<file path="src/rtl/lcd_host_if.sv">
// lcd_host_if
// Host-side partner of the LCD image controller. It plays three roles:
//   * IROM responder : serves the 64-byte 8x8 source image to the controller.
//   * Command issuer : queues host commands and hands them to the controller
//                      one at a time under the busy handshake.
//   * IRAM sink      : captures the processed image the controller writes
//                      back, counts the writes and records completion.
//
// Ports
//   clk, reset              clock (rising edge) / asynchronous active-low reset
//   img_we/img_addr/img_data  host writes into the source-image memory
//   cmd_push/cmd_in         enqueue a command (0 = write-out, else op code)
//   IROM_rd/IROM_A/IROM_Q   controller read port of the source image
//   busy, cmd, cmd_valid    command handshake towards the controller
//   IRAM_valid/IRAM_A/IRAM_D  controller write port into the sink memory
//   done                    controller completion
//   sink_addr/sink_data     host combinational readback of the sink memory
//   wr_count                captured IRAM writes, saturating at 64
//   cmd_full/cmd_empty      command queue status
//   overflow/finished/timeout  sticky status flags
module lcd_host_if #(
  parameter int CMD_DEPTH = 8,
  parameter int TIMEOUT   = 4096
) (
  input  logic       clk,
  input  logic       reset,
  input  logic       img_we,
  input  logic [5:0] img_addr,
  input  logic [7:0] img_data,
  input  logic       cmd_push,
  input  logic [3:0] cmd_in,
  input  logic       IROM_rd,
  input  logic [5:0] IROM_A,
  output logic [7:0] IROM_Q,
  input  logic       busy,
  output logic [3:0] cmd,
  output logic       cmd_valid,
  input  logic       IRAM_valid,
  input  logic [5:0] IRAM_A,
  input  logic [7:0] IRAM_D,
  input  logic       done,
  input  logic [5:0] sink_addr,
  output logic [7:0] sink_data,
  output logic [6:0] wr_count,
  output logic       cmd_full,
  output logic       cmd_empty,
  output logic       overflow,
  output logic       finished,
  output logic       timeout
);

  localparam int PW = $clog2(CMD_DEPTH);
  localparam int TW = $clog2(TIMEOUT);

  typedef enum logic [1:0] {
    S_IDLE,
    S_ISSUED,
    S_WAIT,
    S_DRAIN
  } state_t;

  state_t state, state_next;

  // ---------------------------------------------------------------------------
  // Source image memory and IROM read port
  // ---------------------------------------------------------------------------
  logic [7:0] src_mem [64];
  logic [7:0] irom_hold;

  // Memories are deliberately outside the reset domain: contents survive reset.
  always_ff @(posedge clk) begin
    if (img_we) src_mem[img_addr] <= img_data;
  end

  // The combinational path lets the controller sample the pixel on the same
  // edge that advances IROM_A; the hold register keeps the last pixel when idle.
  always_ff @(posedge clk or negedge reset) begin
    if (!reset)       irom_hold <= '0;
    else if (IROM_rd) irom_hold <= src_mem[IROM_A];
  end

  assign IROM_Q = IROM_rd ? src_mem[IROM_A] : irom_hold;

  // ---------------------------------------------------------------------------
  // Command queue
  // ---------------------------------------------------------------------------
  logic [3:0]  fifo_mem [CMD_DEPTH];
  logic [PW-1:0] wr_ptr, rd_ptr;
  logic [PW:0]   count;
  logic          pop, push_ok;

  assign cmd_empty = (count == '0);
  assign cmd_full  = (count == (PW+1)'(CMD_DEPTH));

  // A pop in the same cycle frees a slot, so a push into a full queue still
  // succeeds when the issuer is taking the head.
  assign pop     = (state == S_IDLE) && !cmd_empty && !busy && !finished;
  assign push_ok = cmd_push && (!cmd_full || pop);

  always_ff @(posedge clk) begin
    if (push_ok) fifo_mem[wr_ptr] <= cmd_in;
  end

  // Depth is a power of two, so the pointers wrap by natural overflow.
  always_ff @(posedge clk or negedge reset) begin
    if (!reset) begin
      wr_ptr   <= '0;
      rd_ptr   <= '0;
      count    <= '0;
      overflow <= 1'b0;
    end else begin
      if (push_ok) wr_ptr <= wr_ptr + PW'(1);
      if (pop)     rd_ptr <= rd_ptr + PW'(1);
      case ({push_ok, pop})
        2'b10:   count <= count + (PW+1)'(1);
        2'b01:   count <= count - (PW+1)'(1);
        default: count <= count;
      endcase
      if (cmd_push && cmd_full && !pop) overflow <= 1'b1;
    end
  end

  // ---------------------------------------------------------------------------
  // Issue FSM
  // ---------------------------------------------------------------------------
  logic [3:0] cmd_reg;

  always_ff @(posedge clk or negedge reset) begin
    if (!reset) begin
      state   <= S_IDLE;
      cmd_reg <= '0;
    end else begin
      state <= state_next;
      if (pop) cmd_reg <= fifo_mem[rd_ptr];
    end
  end

  always_comb begin
    state_next = state;
    cmd_valid  = 1'b0;
    case (state)
      S_IDLE: begin
        if (pop) state_next = S_ISSUED;
      end
      S_ISSUED: begin
        cmd_valid  = 1'b1;
        // A write-out command ends the session: nothing is issued after it.
        state_next = (cmd_reg == 4'd0) ? S_DRAIN : S_WAIT;
      end
      S_WAIT: begin
        // At least one cycle is spent here, so a controller whose busy rises
        // one cycle after acceptance is still seen busy by IDLE.
        if (!busy) state_next = S_IDLE;
      end
      S_DRAIN: begin
        state_next = S_DRAIN;
      end
      default: state_next = S_IDLE;
    endcase
  end

  assign cmd = cmd_reg;

  // ---------------------------------------------------------------------------
  // IRAM sink
  // ---------------------------------------------------------------------------
  logic [7:0] sink_mem [64];

  always_ff @(posedge clk) begin
    if (IRAM_valid) sink_mem[IRAM_A] <= IRAM_D;
  end

  assign sink_data = sink_mem[sink_addr];

  always_ff @(posedge clk or negedge reset) begin
    if (!reset) begin
      wr_count <= '0;
    end else if (IRAM_valid && (wr_count != 7'd64)) begin
      wr_count <= wr_count + 7'd1;
    end
  end

  // ---------------------------------------------------------------------------
  // Completion and timeout
  // ---------------------------------------------------------------------------
  logic          issued_any;
  logic [TW-1:0] tmo_cnt;

  always_ff @(posedge clk or negedge reset) begin
    if (!reset) begin
      finished   <= 1'b0;
      timeout    <= 1'b0;
      issued_any <= 1'b0;
      tmo_cnt    <= '0;
    end else begin
      if (done) finished <= 1'b1;
      if (pop) begin
        issued_any <= 1'b1;
        tmo_cnt    <= '0;
      end else if (issued_any && !finished && cmd_empty && !timeout) begin
        // The counter freezes once the flag is raised.
        if (tmo_cnt == TW'(TIMEOUT - 1)) timeout <= 1'b1;
        else                             tmo_cnt <= tmo_cnt + TW'(1);
      end
    end
  end

endmodule

</file>
<file path="config.mk">
export PLATFORM = sky130hd
export DESIGN_NAME = lcd_host_if
export DESIGN_NICKNAME = d
export VERILOG_FILES = /design/src/rtl/lcd_host_if.sv
export SDC_FILE = /design/constraint.sdc
export NUM_CORES = 1
export LEC_CHECK = 0
export CORE_UTILIZATION = 62
export DETAILED_ROUTE_END_ITERATION = 8
export HOLD_SLACK_MARGIN = 0.1
export PLACE_DENSITY = 0.79
export SYNTH_ARGS = -nofsm -noshare
export SYNTH_HDL_FRONTEND = slang
export SYNTH_SLANG_ARGS = --single-unit
</file>
<file path="constraint.sdc">
create_clock -name clk -period 3.1 [get_ports clk]
set_clock_uncertainty 0.05 [all_clocks]
set_input_delay 0.465 -clock clk [delete_from_list [all_inputs] [get_ports clk]]
set_output_delay 0.465 -clock clk [all_outputs]
set_load 0.005 [all_outputs]
</file>
# --- After elaboration in Yosys (flattened, before gate mapping) ---
# Memories as Yosys holds them, arrays and structs flattened. A register that Yosys moved wholly into a read port is not among the register bits.
# Index checks and enable logic that the tools add are counted.
# W data, S select, Z words.
word_totals:
  ff_bits: 43
  ram_bits: 1056
  output_inout_bits: 33
  word_cells: 74
  n_memories: 3
mem_list:
  columns: ["memory", "depth", "width", "rd", "rd_ports_with_merged_regs", "wr", "line", "source"]
  rows:
  - ["sink_mem", 64, 8, 1, 0, 1, "167", "logic [7:0] sink_mem [64];"]
  - ["src_mem", 64, 8, 1, 0, 1, "67", "logic [7:0] src_mem [64];"]
  - ["fifo_mem", 8, 4, 1, 1, 1, "87", "logic [3:0] fifo_mem [CMD_DEPTH];"]
classes:
  n_addsub: 6
  eq_ne: 11
  mux: 16
  bitwise_logic: 1
  reduce_logical: 26
ops:
  columns: ["cell", "count"]
  rows:
  - ["$mux W12", 3]
  - ["$add A12 B1 Y12 const B", 1]
  - ["$eq A12 B12 Y1 const B", 1]
  - ["$logic_and A1 B1 Y1", 10]
  - ["$logic_not A4 Y1", 2]
  - ["$mux W1", 8]
  - ["$mux W8", 1]
  - ["$pmux W2 S4", 1]
  - ["$pmux W4 S2", 1]
  - ["$add A7 B1 Y7 const B", 1]
  - ["$logic_not A1 Y1", 7]
  - ["$ne A7 B7 Y1 const B", 1]
  - ["$add A3 B1 Y3 const B", 2]
  - ["$eq A2 B2 Y1 const B", 3]
  - ["$ne A2 B2 Y1 const B", 3]
  - ["$add A4 B1 Y4 const B", 1]
  - ["$eq A2 B1 Y1 const B", 2]
  - ["$eq A4 B4 Y1 const B", 1]
  - ["$mux W2", 2]
  - ["$reduce_and A2 Y1", 2]
  - ["$reduce_bool A2 Y1", 2]
  - ["$sub A4 B1 Y4 const B", 1]
  - ["$reduce_and A3 Y1", 1]
  - ["$logic_not A2 Y1", 1]
  - ["other kinds (2)", 2]

# --- Longest topological paths before layout ---
# Gate-level depths: netlist (run 1).
depth:
  ltp_word: 9
  mapped_depth: 9

# --- Least setup slack after synthesis (run 1) ---
# OpenSTA, ideal clock, no wires.
synth_path:
  path_kind: "input to output"
  from: "in sink_addr[1]"
  to: "out sink_data[3]"
  arrival_ns: 2.307
  slack_ns: 0.278
  path_stages: 7
  n_path_buf: 3
  path_cell_list: "buf_2 > clkbuf_1 > clkbuf_1 > mux4_2 > mux4_2 > nand3_1 > nand3_1"
synth_via:
  elab_chain_cells: 1
synth_rtl:
  columns: ["element", "line", "source"]
  rows:
  - ["start, declared", "42", "input logic [5:0] sink_addr,"]
  - ["$mem_v2 Z64 W8", null, null]
  - ["end, declared", "43", "output logic [7:0] sink_data,"]
# No other way between the ends.

# --- Final worst setup path (run 1) ---
layout_path:
  from: "mem sink_mem[0][0]"
  to: "out sink_data[0]"
layout_via:
  elab_chain_cells: 1
layout_rtl:
  columns: ["element", "line"]
  rows:
  - ["start, declared", "167"]
  - ["$mem_v2 Z64 W8", null]
# No other way between the ends.

==> results of run 1 <==
==> routing by layer <==
metal / vias up / part of all wire (%) / GRT usage [%]
met5: - / 0 / 0
met4: 0 / 3.8 / 10.28
met3: 238 / 7.5 / 4.194
met2: 1234 / 52 / 48.62
met1: 11500 / 36 / 36.97
li1: 9068 / - / -
==> cell families after synthesis <==
logic type,count (synthesis)
flip-flops,1103
multiplexers,371
AND/OR/NAND/NOR,308
buffers and inverters,118
AO/OA/AOI/OAI,85
XOR/XNOR,19
adder cells (fa/ha/maj),6
==> cell type report <==
class | instances | area [sq um] | share of cell area [%]
Inverter | 13 | 48.80 | 0.09649
Clock buffer | 127 | 2710 | 5.359
Timing Repair Buffer | 356 | 3044 | 6.019
Multi-Input combinational cell | 789 | 10040 | 19.86
Clock inverter | 69 | 676.9 | 1.338
Sequential cell | 1103 | 32890 | 65.03
Tap cell | 931 | 1165 | 2.303
==> critical path: cells and delay by family, from the launching register on <==
| kind | cells | cell delay (ps) |
|---|---|---|
| and+or+nand+nor | 1 | 160 |
| AOI/OAI and AO/OA | 2 | 200 |
| buffers and inverters | 2 | 310 |
| DFF | 1 | 420 |
| muxes | 2 | 1040 |
==> timing repair <==
action | 4_1_cts | 5_1_grt
gates resized for setup | 121 | 10
endpoints found under the setup margin | 16 | 16
gates cloned | 0 | 0
pin swaps | 16 | 7
endpoints found under the hold margin | 47 | 0
hold buffers | 1 | 0
setup buffers | 1 | 3
==> through the flow <==
stage	instances	setup slack, ps	TNS (ps)	total power [mW]
floorplan	2010	277.6	0	18.14
global placement	3189	-410.2	-4971	19.12
detailed placement	3189	-407.4	-5422	19.23
CTS	3385	-226.9	-1032	31.70
global route	3388	-258.2	-1919	32.46
finish	3388	-212.4	-980.6	31.57
==> layout by cell type, fill, tap and decap left out, types with 5 or more instances in the layout <==
cell type	n
mux4_2	288
clkinv_2	19
clkinv_1	27
nand4_1	7
nand2_1	41
nand2b_1	9
nor2_1	155
inv_1	13
nor2b_1	13
buf_4	245
o221ai_4	5
nand3_1	32
dfrtp_1	47
bufinv_16	10
clkbuf_16	105
xnor2_1	9
mux2_4	9
clkdlybuf4s50_1	44
edfxtp_1	1056
ha_1	6
nand3b_1	6
a22oi_1	16
mux2i_1	47
mux2_2	23
o21ai_0	9
xor2_1	10
buf_2	34
buf_12	26
a21oi_1	6
clkbuf_1	22
o221ai_1	8
nor3_1	9
==> how the worst min path moves through the flow <==
stage	from	endpoint	slack (ps)
finish	img_data[4]	src_mem[62][4]	190
global route	img_data[4]	src_mem[62][4]	160
CTS	img_data[4]	src_mem[62][4]	150
detailed placement	issued_any	issued_any	410
global placement	issued_any	issued_any	400
floorplan	reset	cmd[0]	120
==> where the power goes <==
part / switching, mW / internal (mW) / total [mW]
logic: 1.19 / 1.04 / 2.22
registers: 0.196 / 16.6 / 16.8
clock network: 5.45 / 7.09 / 12.5
total: 6.83 / 24.7 / 31.6
==> run_results.csv, run 1 <==
group,metric,value,unit
status,status,"finished, violations left",
status,failed_checks,"setup timing",
power_and_ir_drop,power_density,624.2,nW/um^2
finish,antenna_cells,0,
sta,hold_viol,0,
clock_tree,clk_pin_slew,60,ps
synthesis,synth_mux_area_share,17.09,%
clock_tree,insertion_delay,670,ps
finish,top_regs,"sink_mem: 512 flops, src_mem: 512 flops, fifo_mem: 32 flops",
global_routing,grt_pass1_vias,22850,
synthesis,syn_inst,2010,
synthesis,yosysMostFrequentCell,"edfxtp_1",
sta,setup_ws,-212.4,ps
synthesis,yosys.area_share.simple,3.331,%
clock_tree,clock_path_buffers,3,
finish,layout-drive-gt1-share,33.74,%
sta,fin_crit,3312,ps
synthesis,synth_common_cells,"edfxtp_1, mux4_2, nor2_1",
floorplan,die_width,265.5,microns
critical_path,r2r_start,"state[1]",
placement,placed_area,46840,sq um
worst_hold_path,min_path_type,"input pin to register",
clock_tree,clock-sinks,1103,
clock_tree,cts_tree,"yes",
synthesis,seq_area_frac_synth,76.39,%
synthesis,synth_edf_count,1056,
synthesis,ys_ff_latch,1103,
global_routing,overflow,0,
finish,fin_util,73.61,%
floorplan,start_util,62.66,%
synthesis,async_reset_ff_share,4.261,%
worst_hold_path,hold_depth,1,
critical_path,r2r-end,"count[2]",
critical_path,crit_required,2580,ps
synthesis,synth_area_leaders,"edfxtp_1, mux4_2, dfrtp_1",
placement,place.gp.congestion,0.8520,
sta,finalMaxSlewViolations,0,
synthesis,syn_area,43050,sq um
critical_path,startpoint,"sink_mem[0][0]",
critical_path,crit_type,"register to output pin",
sta,period_share,106.9,%
synthesis,syn_nets,2068,
finish,fillers,3727,
synthesis,synth_flop_cell,"edfxtp_1",
synthesis,yosys.area.top_type_share,73.66,%
critical_path,slowest_delay,540,ps
synthesis,synthAdderAreaFrac,0.1744,%
floorplan,ios,85,
synthesis,ys_types,50,
critical_path,r2r_setup_slack,600,ps
synthesis,yosysWarnings,0,
synthesis,synth_top_family_by_area,"multiplexers",
placement,dp_hpwl,59280,microns
sta,rsz0062_at_grt,"true",
detailed_routing,vias_per_cell,6.506,
critical_path,cp_common_cell,"mux4_2",
sta,fin_hold_ws,185.7,ps
critical_path,crit_end,"sink_data[0]",
critical_path,crit_fanout,1,
floorplan,coreArea,68710,sq um
detailed_routing,via_count,22040,
detailed_routing,dr.pass1.iters,5,
floorplan,die_height,265.5,microns
detailed_routing,final_antenna_net_count,0,
global_routing,grt_max_degree,65,
synthesis,synth_xor_xnor_area_share,0.3865,%
synthesis,yosys.area.top_type,"edfxtp_1",
clock_tree,htreeDepth,3,
finish,final_area,50570,sq um
critical_path,startpoint_type,"register",
detailed_routing,wl_per_cell,28.51,microns
critical_path,critical_path.slowest_cell,"mux4_2",
flow_run,cap_violations,0,
synthesis,avgSynthCellArea,21.42,sq um
power_and_ir_drop,p_leak,16.65,nW
critical_path,cp-end-kind,"output pin",
clock_tree,root_buffer,"clkbuf_16",
sta,max_freq,301.9,MHz
synthesis,synth-compound-area-share,1.427,%
finish,final_nets,2426,
floorplan,die_area,70490,sq um
sta,setup_viol,10,
sta,worst_slew_pin_slew,1245,ps
finish,syn2layout_area_growth,17.48,%
clock_tree,tritoncts.num_buffers,105,
power_and_ir_drop,ir_worst_vdd,0.0005670,V
detailed_routing,first_iter_violations,2625,
critical_path,cp.arrival,2800,ps
detailed_routing,drt_wl_total,96590,microns
detailed_routing,drc_errors,0,
critical_path,worstPathCellList,"mux4_2, mux4_2, nor2b_4, a211oi_2, buf_4, a21oi_2, buf_2",
critical_path,r2r_cells,8,
global_routing,grt_pass1_wl,144600,microns
global_routing,track_usage,28.22,%
sta,slew_headroom,16.98,%
floorplan,rows,96,
global_routing,antenna_found_initial,0,
placement,port_buffers,84,
Power figures use the tool's default switching activity.
==> inputs of run 2 (changes only) <==
--- a/config.mk
+++ b/config.mk
@@ -7,8 +7,7 @@
 export LEC_CHECK = 0
 export CORE_UTILIZATION = 62
 export DETAILED_ROUTE_END_ITERATION = 8
-export HOLD_SLACK_MARGIN = 0.1
-export PLACE_DENSITY = 0.79
+export PLACE_DENSITY = 0.8
 export SYNTH_ARGS = -nofsm -noshare
 export SYNTH_HDL_FRONTEND = slang
 export SYNTH_SLANG_ARGS = --single-unit
==> constraint.sdc (replaced) <==
create_clock -name clk -period 3.1 [get_ports clk]
set_clock_uncertainty 0.05 [all_clocks]
set_input_delay 0.775 -clock clk [delete_from_list [all_inputs] [get_ports clk]]
set_output_delay 0.775 -clock clk [all_outputs]
set_load 0.005 [all_outputs]
==> run 2 against run 1 <==
Compared with the run above:
- the flow still finishes with violations (setup timing)
- non-clock buffer count is 102 higher
- sequential power hardly changed
- routed wire length is 8.6% higher
- via count is 4.1% higher
- first-iteration DRC count is 2.0% higher
- fmax is 12% lower
- register-to-register slack better by 100 ps
- critical path type is now input pin to output pin
- highest routed layer unchanged
==> run_results.csv, run 2 (same netlist as run 1, synthesis figures left out) <==
group,metric,value,unit
global_routing,grt_pass1_vias,23340,
sta,fin_hold_ws,196.2,ps
sta,period_share,120.8,%
global_routing,antenna_found_initial,0,
floorplan,coreArea,68710,sq um
status,status,"finished, violations left",
global_routing,track_usage,30.03,%
detailed_routing,via_count,22960,
sta,worst_slew_pin_slew,1157,ps
sta,fin_crit,3745,ps
detailed_routing,dr.pass1.iters,6,
detailed_routing,wl_per_cell,30.09,microns
clock_tree,ctsHoldBuffers,0,
floorplan,die_height,265.5,microns
clock_tree,clock_path_buffers,3,
finish,layout_common_cells,"edfxtp_1, mux4_2, buf_4",
floorplan,rows,96,
flow_run,cap_violations,0,
sta,rsz0062_at_grt,"true",
floorplan,ios,85,
clock_tree,cts_tree,"yes",
placement,place_inst,3200,
clock_tree,clock-sinks,1103,
critical_path,cp.arrival,2920,ps
finish,final_nets,2529,
worst_hold_path,min_path_type,"input pin to async pin",
global_routing,grt_max_degree,65,
status,failed_checks,"setup timing",
sta,hold_viol,0,
global_routing,overflow,0,
placement,port_buffers,84,
critical_path,r2r_setup_slack,700,ps
floorplan,start_util,62.66,%
critical_path,r2r-end,"tmo_cnt[9]",
sta,setup_ws,-645.2,ps
sta,slew_headroom,22.89,%
critical_path,crit_required,2270,ps
detailed_routing,final_antenna_net_count,0,
clock_tree,clk_pin_slew,60,ps
power_and_ir_drop,power,31.90,mW
placement,place_ws,-1017,ps
finish,fin_util,75.92,%
critical_path,r2r_start,"count[1]",
critical_path,startpoint_type,"input pin",
critical_path,r2r_cells,6,
power_and_ir_drop,p_leak,17.39,nW
sta,final.setup.tns,-7881,ps
sta,max_freq,267.0,MHz
sta,finalMaxSlewViolations,0,
detailed_routing,drc_errors,0,
finish,top_regs,"sink_mem: 512 flops, src_mem: 512 flops, fifo_mem: 32 flops",
critical_path,cp-end-kind,"output pin",
floorplan,die_area,70490,sq um
detailed_routing,drt_wl_total,104900,microns
finish,antenna_cells,0,
clock_tree,insertion_delay,650,ps
placement,placed_area,47090,sq um
sta,setup_viol,16,
detailed_routing,first_iter_violations,2677,
floorplan,die_width,265.5,microns
power_and_ir_drop,ir_worst_vdd,0.0006601,V
finish,final_area,52160,sq um
clock_tree,htreeDepth,3,
critical_path,crit_type,"input pin to output pin",
placement,dp_hpwl,59170,microns
clock_tree,tritoncts.num_buffers,106,
critical_path,crit_fanout,8,
detailed_routing,vias_per_cell,6.583,
finish,syn2layout_area_growth,21.16,%
finish,instances_no_fill,3487,
placement,place.gp.congestion,0.8375,
finish,layout-drive-gt1-share,37.79,%
global_routing,grt_pass1_wl,152500,microns
clock_tree,root_buffer,"clkbuf_16",
finish,layout_commonest_cell,"edfxtp_1",
power_and_ir_drop,power_density,611.5,nW/um^2
[run 2: power by group]
part           leakage, nW  internal (mW)  total [mW]  switching (mW)
combinational         5.67           1.25        2.56            1.32
sequential            10.1           16.6        16.8           0.181
clock                 1.64           7.15        12.6            5.40
total                 17.4           25.0        31.9            6.89
[run 2: what timing repair did]
| item | in CTS | in global routing |
|---|---|---|
| setup buffers | 72 | 19 |
| gates resized for setup | 199 | 36 |
| setup endpoints to repair | 17 | 17 |
| cloned | 7 | 1 |
| pin swaps | 25 | 19 |
[run 2: cell type report]
| type | instances | area, sq um |
|---|---|---|
| inverters | 13 | 48.80 |
| flip-flops and latches | 1103 | 32890 |
| well taps | 931 | 1165 |
| clock buffers | 135 | 2813 |
| fillers | 3426 | 16550 |
| clock inverters | 58 | 551.8 |
| repair buffers | 458 | 4441 |
| multi-input cells | 789 | 10250 |
[run 2: critical path, cell delays in order]
cell	delay, ps
clkbuf_16	160
buf_12	160
buf_12	140
buf_6	100
mux4_2	510
mux4_2	550
mux2i_1	170
buf_4	150
a21oi_2	50
buf_2	130
[run 2: worst max path at each step]
stage | cells after the start | start | end
floorplan | 7 | sink_addr[0] | sink_data[3]
global placement | 8 | sink_addr[0] | sink_data[2]
detailed placement | 8 | sink_addr[0] | sink_data[2]
CTS | 10 | sink_addr[0] | sink_data[4]
global route | 10 | sink_addr[0] | sink_data[0]
finish | 10 | sink_addr[0] | sink_data[0]
[run 2: layer usage]
layer  up-vias  global-route usage, %  part of all wire, %
met5         -                      0                    0
li1       9271                      -                    -
met4         0                  12.40                  4.7
met2      1409                  52.03                   53
met1     11970                  37.95                   35
met3       310                  5.073                  7.9
